### src/rtl/digit_serializer.sv
// Parallel-load, serial-out digit streamer with valid/ready handshake.
// Emits the packed digit word MSD-first or LSD-first and pulses done after the last transfer.
module digit_serializer #(
  parameter int unsigned COUNT = 4,
  parameter int unsigned WIDTH = 4
) (
  input  logic                   trig,
  input  logic                   reset,
  input  logic                   load,
  input  logic                   dir,
  input  logic [COUNT*WIDTH-1:0] in,
  input  logic                   out_ready,
  output logic [WIDTH-1:0]       out,
  output logic                   out_valid,
  output logic                   out_last,
  output logic                   busy,
  output logic                   done
);

  localparam int unsigned IW = $clog2(COUNT);
  localparam logic [IW-1:0] LastIdx = IW'(COUNT - 1);

  typedef enum logic [1:0] {StIdle, StSend, StDone} state_e;

  state_e                 r_state;
  logic [COUNT*WIDTH-1:0] r_shadow;
  logic                   r_dir;
  logic [IW-1:0]          r_idx;

  logic [IW-1:0]    w_next_idx;
  logic [WIDTH-1:0] w_next_digit;
  logic [WIDTH-1:0] w_first_digit;

  // Stream position idx maps to digit idx (LSD first) or COUNT-1-idx (MSD first).
  function automatic logic [WIDTH-1:0] f_digit(input logic [COUNT*WIDTH-1:0] word,
                                               input logic d, input logic [IW-1:0] idx);
    logic [WIDTH-1:0] res;
    res = '0;
    for (int unsigned k = 0; k < COUNT; k++) begin
      if ((d ? k : (COUNT - 1 - k)) == 32'(idx)) res = word[k*WIDTH +: WIDTH];
    end
    return res;
  endfunction

  always_comb begin
    w_next_idx    = r_idx + IW'(1);
    w_next_digit  = f_digit(r_shadow, r_dir, w_next_idx);
    w_first_digit = f_digit(in, dir, '0);
  end

  always_ff @(posedge trig or posedge reset) begin
    if (reset) begin
      r_state   <= StIdle;
      r_shadow  <= '0;
      r_dir     <= 1'b0;
      r_idx     <= '0;
      out       <= '0;
      out_valid <= 1'b0;
      out_last  <= 1'b0;
      busy      <= 1'b0;
      done      <= 1'b0;
    end else begin
      unique case (r_state)
        StIdle, StDone: begin
          done      <= 1'b0;
          out_valid <= 1'b0;
          out_last  <= 1'b0;
          if (load) begin
            r_shadow  <= in;
            r_dir     <= dir;
            r_idx     <= '0;
            out       <= w_first_digit;
            out_valid <= 1'b1;
            busy      <= 1'b1;
            r_state   <= StSend;
          end else begin
            busy    <= 1'b0;
            r_state <= StIdle;
          end
        end
        StSend: begin
          if (out_ready) begin
            if (r_idx == LastIdx) begin
              out_valid <= 1'b0;
              out_last  <= 1'b0;
              done      <= 1'b1;
              r_state   <= StDone;
            end else begin
              r_idx    <= w_next_idx;
              out      <= w_next_digit;
              out_last <= (w_next_idx == LastIdx);
            end
          end
        end
        default: r_state <= StIdle;
      endcase
    end
  end

endmodule

### config.mk
export PLATFORM = sky130hd
export DESIGN_NAME = digit_serializer
export DESIGN_NICKNAME = d
export VERILOG_FILES = /design/src/rtl/digit_serializer.sv
export SDC_FILE = /design/constraint.sdc
export NUM_CORES = 1
export LEC_CHECK = 0
export BUFFER_PORTS_ARGS = -buffer_cell sky130_fd_sc_hd__buf_2
export CAP_MARGIN = 5
export CORE_MARGIN = 3
export CORE_UTILIZATION = 56
export CTS_CLUSTER_DIAMETER = 80
export DETAILED_ROUTE_END_ITERATION = 8
export PLACE_DENSITY = 0.8
export SLEW_MARGIN = 20
export SYNTH_ARGS = -nofsm -noshare
export SYNTH_HDL_FRONTEND = slang
export SYNTH_SLANG_ARGS = --single-unit
### constraint.sdc
create_clock -name trig -period 4.5 [get_ports trig]
set_input_delay 0.9 -clock trig [delete_from_list [all_inputs] [get_ports trig]]
set_output_delay 0.9 -clock trig [all_outputs]
set_load 0.01 [all_outputs]
Word level (Yosys, flattened, before mapping)
Cells that the tools add are included.
W data, S select, Z words.
{"block": "totals", "regBits": 29}
{"block": "op_classes", "eq_ne": 12, "muxes": 38, "n_reduce_logical": 12, "n_addsub": 1}
{"operator": "$logic_not A32 Y1", "n": 4}
{"operator": "$mux W4", "n": 11}
{"operator": "$mux W2", "n": 13}
{"operator": "$eq A2 B2 Y1", "n": 4}
{"operator": "$mux W1", "n": 8}
{"operator": "$ne A2 B2 Y1 const B", "n": 4}
{"operator": "$pmux W2 S2", "n": 2}
{"operator": "$pmux W4 S2", "n": 1}
{"operator": "$eq A2 B2 Y1 const B", "n": 3}
{"operator": "$pmux W1 S2", "n": 3}
{"operator": "$reduce_and A2 Y1", "n": 3}
{"operator": "$reduce_and A4 Y1", "n": 1}
{"operator": "$reduce_and A3 Y1", "n": 1}
{"operator": "$add A2 B1 Y2 const B", "n": 1}
{"operator": "$eq A2 B1 Y1 const B", "n": 1}
{"operator": "$logic_not A2 Y1", "n": 1}
{"operator": "$reduce_bool A2 Y1", "n": 1}
{"operator": "$reduce_or A2 Y1", "n": 1}

Depth between registers and ports, before layout
{"block": "logic_depth", "depth_word": 9, "depth_mapped": 8, "depth_no_buf": 6}

Least setup slack after synthesis
OpenSTA, ideal clock, no wires.
{"block": "synth_path", "kind": "register to register", "from": "register r_idx[0]", "to": "register out[0]", "slack_ns": 2.653, "period_less_slack_ns": 1.847, "path_stages_with_launch": 8, "arrival_ns": 1.717, "n_path_buf": 2, "required_time_ns": 4.370, "path_cell_list": "dfrtp_1 > buf_6 > inv_1 > ha_1 > buf_2 > mux4_1 > mux2i_1 > o21ai_0"}
{"block": "synth_between", "elab_chain_cells": 9, "elab_cells_between_ends": 15, "classes_between": "add/sub: 1; eq/ne: 6; mux: 7; reduce/logical: 1"}
{"element": "start: declaration", "line": "28", "rtl": "logic [IW-1:0] r_idx;"}
{"element": "start signal: assignment", "line": "89", "rtl": "r_idx <= w_next_idx;"}
{"element": "$add A2 B1 Y2", "line": "46", "rtl": "w_next_idx = r_idx + IW'(1);"}
{"element": "$eq A2 B2 Y1", "line": "40", "rtl": "if ((d ? k : (COUNT - 1 - k)) == 32'(idx)) res = word[k*WIDTH +: WIDTH];"}
{"element": "$mux W4 (4 in series)", "line": "40"}
{"element": "$mux W4", "line": "83", "rtl": "if (r_idx == LastIdx) begin"}
{"element": "$mux W4", "line": "82", "rtl": "if (out_ready) begin"}
{"element": "$pmux W4 S2", "line": "63", "rtl": "unique case (r_state)"}
{"element": "end signal: assignment", "line": "72", "rtl": "out <= w_first_digit;"}
{"element": "end signal: assignment", "line": "90", "rtl": "out <= w_next_digit;"}
{"element": "end: declaration", "line": "13", "rtl": "output logic [WIDTH-1:0] out,"}
Parallel ways exist; a longest one is shown, timed or not. The select of a mux whose other input is x is not followed.
A chain may end at the register's enable or synchronous reset.

Worst setup path in the final report
{"block": "layout_path", "from": "register r_idx[0]", "to": "register out[1]"}
The elaborated chain is that of the path after synthesis.

==> impl_metrics.csv <==
group,metric,value,unit
status,status,"finished clean",
timing,fin_crit,2360,ps
timing,relSlewSlack,46.2,%
worst_setup_path,crit_path_start_kind,"flop",
yosys,ys_seq_elements,29,
timing,tightest_slew,807,ps
final_layout,syn_to_final_growth,12.2,%
final_layout,nets,199,
timing,max_freq,423,MHz
worst_setup_path,r2r-end,"out[1]",
drt,avgViaCountPerCell,5.71,
yosys,yosysSeqAreaShare,48.0,%
drt,first_iter_violations,61,
power_and_ir_drop,powerDensity,683,mW/mm²
die,initial_utilization,59.9,%
die,chipHeight,58.0,µm
worst_setup_path,end_kind,"flop",
yosys,postSynthCellCount,149,
worst_setup_path,r2r_start,"r_idx[0]",
hold_path,hold_path.class,"reg -> reg",
global_route,grtUsageTotal,22.1,%
placement,place_area,0.00165,mm²
worst_setup_path,ff2ff_path_depth,5,
clocking,cts_root_buffer,"clkbuf_4",
clocking,clk_latency,320,ps
worst_setup_path,required,4700,ps
worst_setup_path,reg2reg_setup_slack,2140,ps
global_route,grt_overflow,0,
final_layout,drive_gt1_share,21.7,%
global_route,grt_pass1_vias,1183,
global_route,grt_max_degree,30,
timing,fin_skew,6.93,ps
drt,route.detailed.drc,0,
yosys,syn_area,0.00151,mm²
flow_run,max_cap_violations,0,
die,chipWidth,58.0,µm
power_and_ir_drop,power.total,1.16,mW
hold_path,min_path_cells,2,
worst_setup_path,cp_max_fo,11,
final_layout,final_area,0.00170,mm²
placement,gp_congestion,0.782,
worst_setup_path,cpPeakStageDelay,650,ps
drt,wl_per_cell,15.8,µm
worst_setup_path,critPathKind,"reg -> reg",
global_route,antenna_found_initial,0,
drt,vias,1170,
clocking,post_cts_resized,0,
drt,drtPass1Iterations,4,
die,core_area,0.00252,mm²
clocking,cts.path.max_buffers,2,
placement,dp_hpwl,2380,µm
global_route,grt_pass1_wl,5420,µm
drt,ant_nets,0,
die,io_pins,29,
placement,portBuffers,28,
final_layout,diodes,0,
clocking,postCtsSetupRepairBufs,0,
timing,hold_violations,0,
clocking,cts_tree,"built",
clocking,clk_pin_slew,90,ps
final_layout,final_cell_mix,"nand2_1 (61), dfrtp_1 (29), buf_2 (28), mux2i_1 (10), mux4_1 (8)",
worst_setup_path,startpoint,"r_idx[0]",
yosys,synth_fp_nets,172,
clocking,cts_inserted_buffers,5,
yosys,yosysWarnings,0,
timing,rsz0062_at_grt,"false",
timing,finalSetupViolCount,0,
die,num_rows,18,
timing,drv_slew,0,
clocking,cts.sinks,29,
worst_setup_path,slowest_stage,"dfrtp_1",
yosys,synth_cell_type_count,22,
die,dieArea,0.00336,mm²
worst_setup_path,critPathArrivalTime,2560,ps
timing,final.setup.tns,0,ps
drt,wirelength,3250,µm
clocking,cts-hold-fix-buffers,0,
timing,fin_crit_sh,52.5,%
power_and_ir_drop,p_leak,0.907,nW
yosys,syn-mean-instance-area,10.1,µm²
clocking,cts_max_level,2,
power_and_ir_drop,vdd_drop_max,0.468,mV
worst_setup_path,crit_chain,"inv_1 > ha_1 > mux4_1 > mux2i_1 > o21ai_0",
worst_setup_path,crit_end,"out[1]",
final_layout,final_common_cell,"nand2_1",
-- cell type report --
cell class,count,area (µm²)
multi-input combinational,108,731
timing repair buffer,29,148
tap,30,37.5
sequential,29,726
fill,207,827
clock buffer,5,37.5
clock inverter,1,5.00
inverter,3,11.3
-- Yosys cell counts --
library cell | number | area share, %
a21oi_1 | 4 | 1.3
a22o_1 | 1 | 0.58
a22o_2 | 1 | 0.66
and2b_2 | 1 | 0.58
buf_2 | 2 | 0.66
buf_6 | 1 | 0.74
clkbuf_1 | 6 | 1.5
dfrtp_1 | 29 | 48
ha_1 | 2 | 1.7
inv_1 | 3 | 0.74
mux2i_1 | 10 | 6.6
mux4_1 | 8 | 14
nand2_1 | 61 | 15
nand2b_1 | 2 | 0.83
nor2_1 | 3 | 0.74
nor2b_1 | 3 | 1.2
nor3_1 | 1 | 0.33
nor3b_1 | 1 | 0.50
o211ai_1 | 3 | 1.5
o21a_1 | 1 | 0.50
o21ai_0 | 5 | 1.7
o2bb2ai_1 | 1 | 0.58
-- per-stage QoR --
step	worst slack, ps	util, %	cells	hold WS, ps
2_1_floorplan	2650	-	149	451
3_3_place_gp	2390	65.5	199	456
3_5_place_dp	2140	65.5	199	477
4_1_cts	2140	67.2	205	496
5_1_grt	2010	67.2	205	533
6_report	2140	67.2	205	489
-- worst min path at each step --
stage,startpoint,slack (ps),end
2_1_floorplan,r_shadow[4],450,r_shadow[4]
3_3_place_gp,busy,460,busy
3_5_place_dp,busy,480,busy
4_1_cts,busy,500,busy
5_1_grt,r_shadow[15],530,r_shadow[15]
6_report,busy,490,busy
-- power breakdown --
| group | internal [mW] | switching (mW) |
|---|---|---|
| Clock | 0.0540 | 0.0819 |
| Combinational | 0.271 | 0.258 |
| Sequential | 0.381 | 0.113 |
-- kinds of logic (layout without fill, tap and decap cells) --
family	Yosys count	count (layout)	share of synthesized area [%]
buffers and inverters	12	38	3.64
AO/OA/AOI/OAI	16	16	6.79
flip-flops	29	29	48.0
adder cells (fa/ha/maj)	2	2	1.66
multiplexers	18	18	20.5
AND/OR/NAND/NOR	72	72	19.4
-- registers in the layout, summed over array words and instances, names as in the netlist --
name and cells:
r_shadow 16, r_state 2, busy 1, r_idx 2
r_dir 1, out 4, out_valid 1, done 1
out_last 1
-- metal layers --
layer,track usage (%),vias to the layer above,wire length [µm]
met4,11.9,0,70
met1,27.2,556,1360
met5,0,-,0
li1,-,562,-
met3,5.12,8,182
met2,36.0,44,1630
-- critical path, delay by kind of cell (launching register included) --
family,cells,cell delay (ps)
muxes,2,770
buffers and inverters,1,160
adders and majority gates,1,560
AOI/OAI and AO/OA,1,100
DFF,1,650
Note: power is estimated with default switching activity, not from simulation.
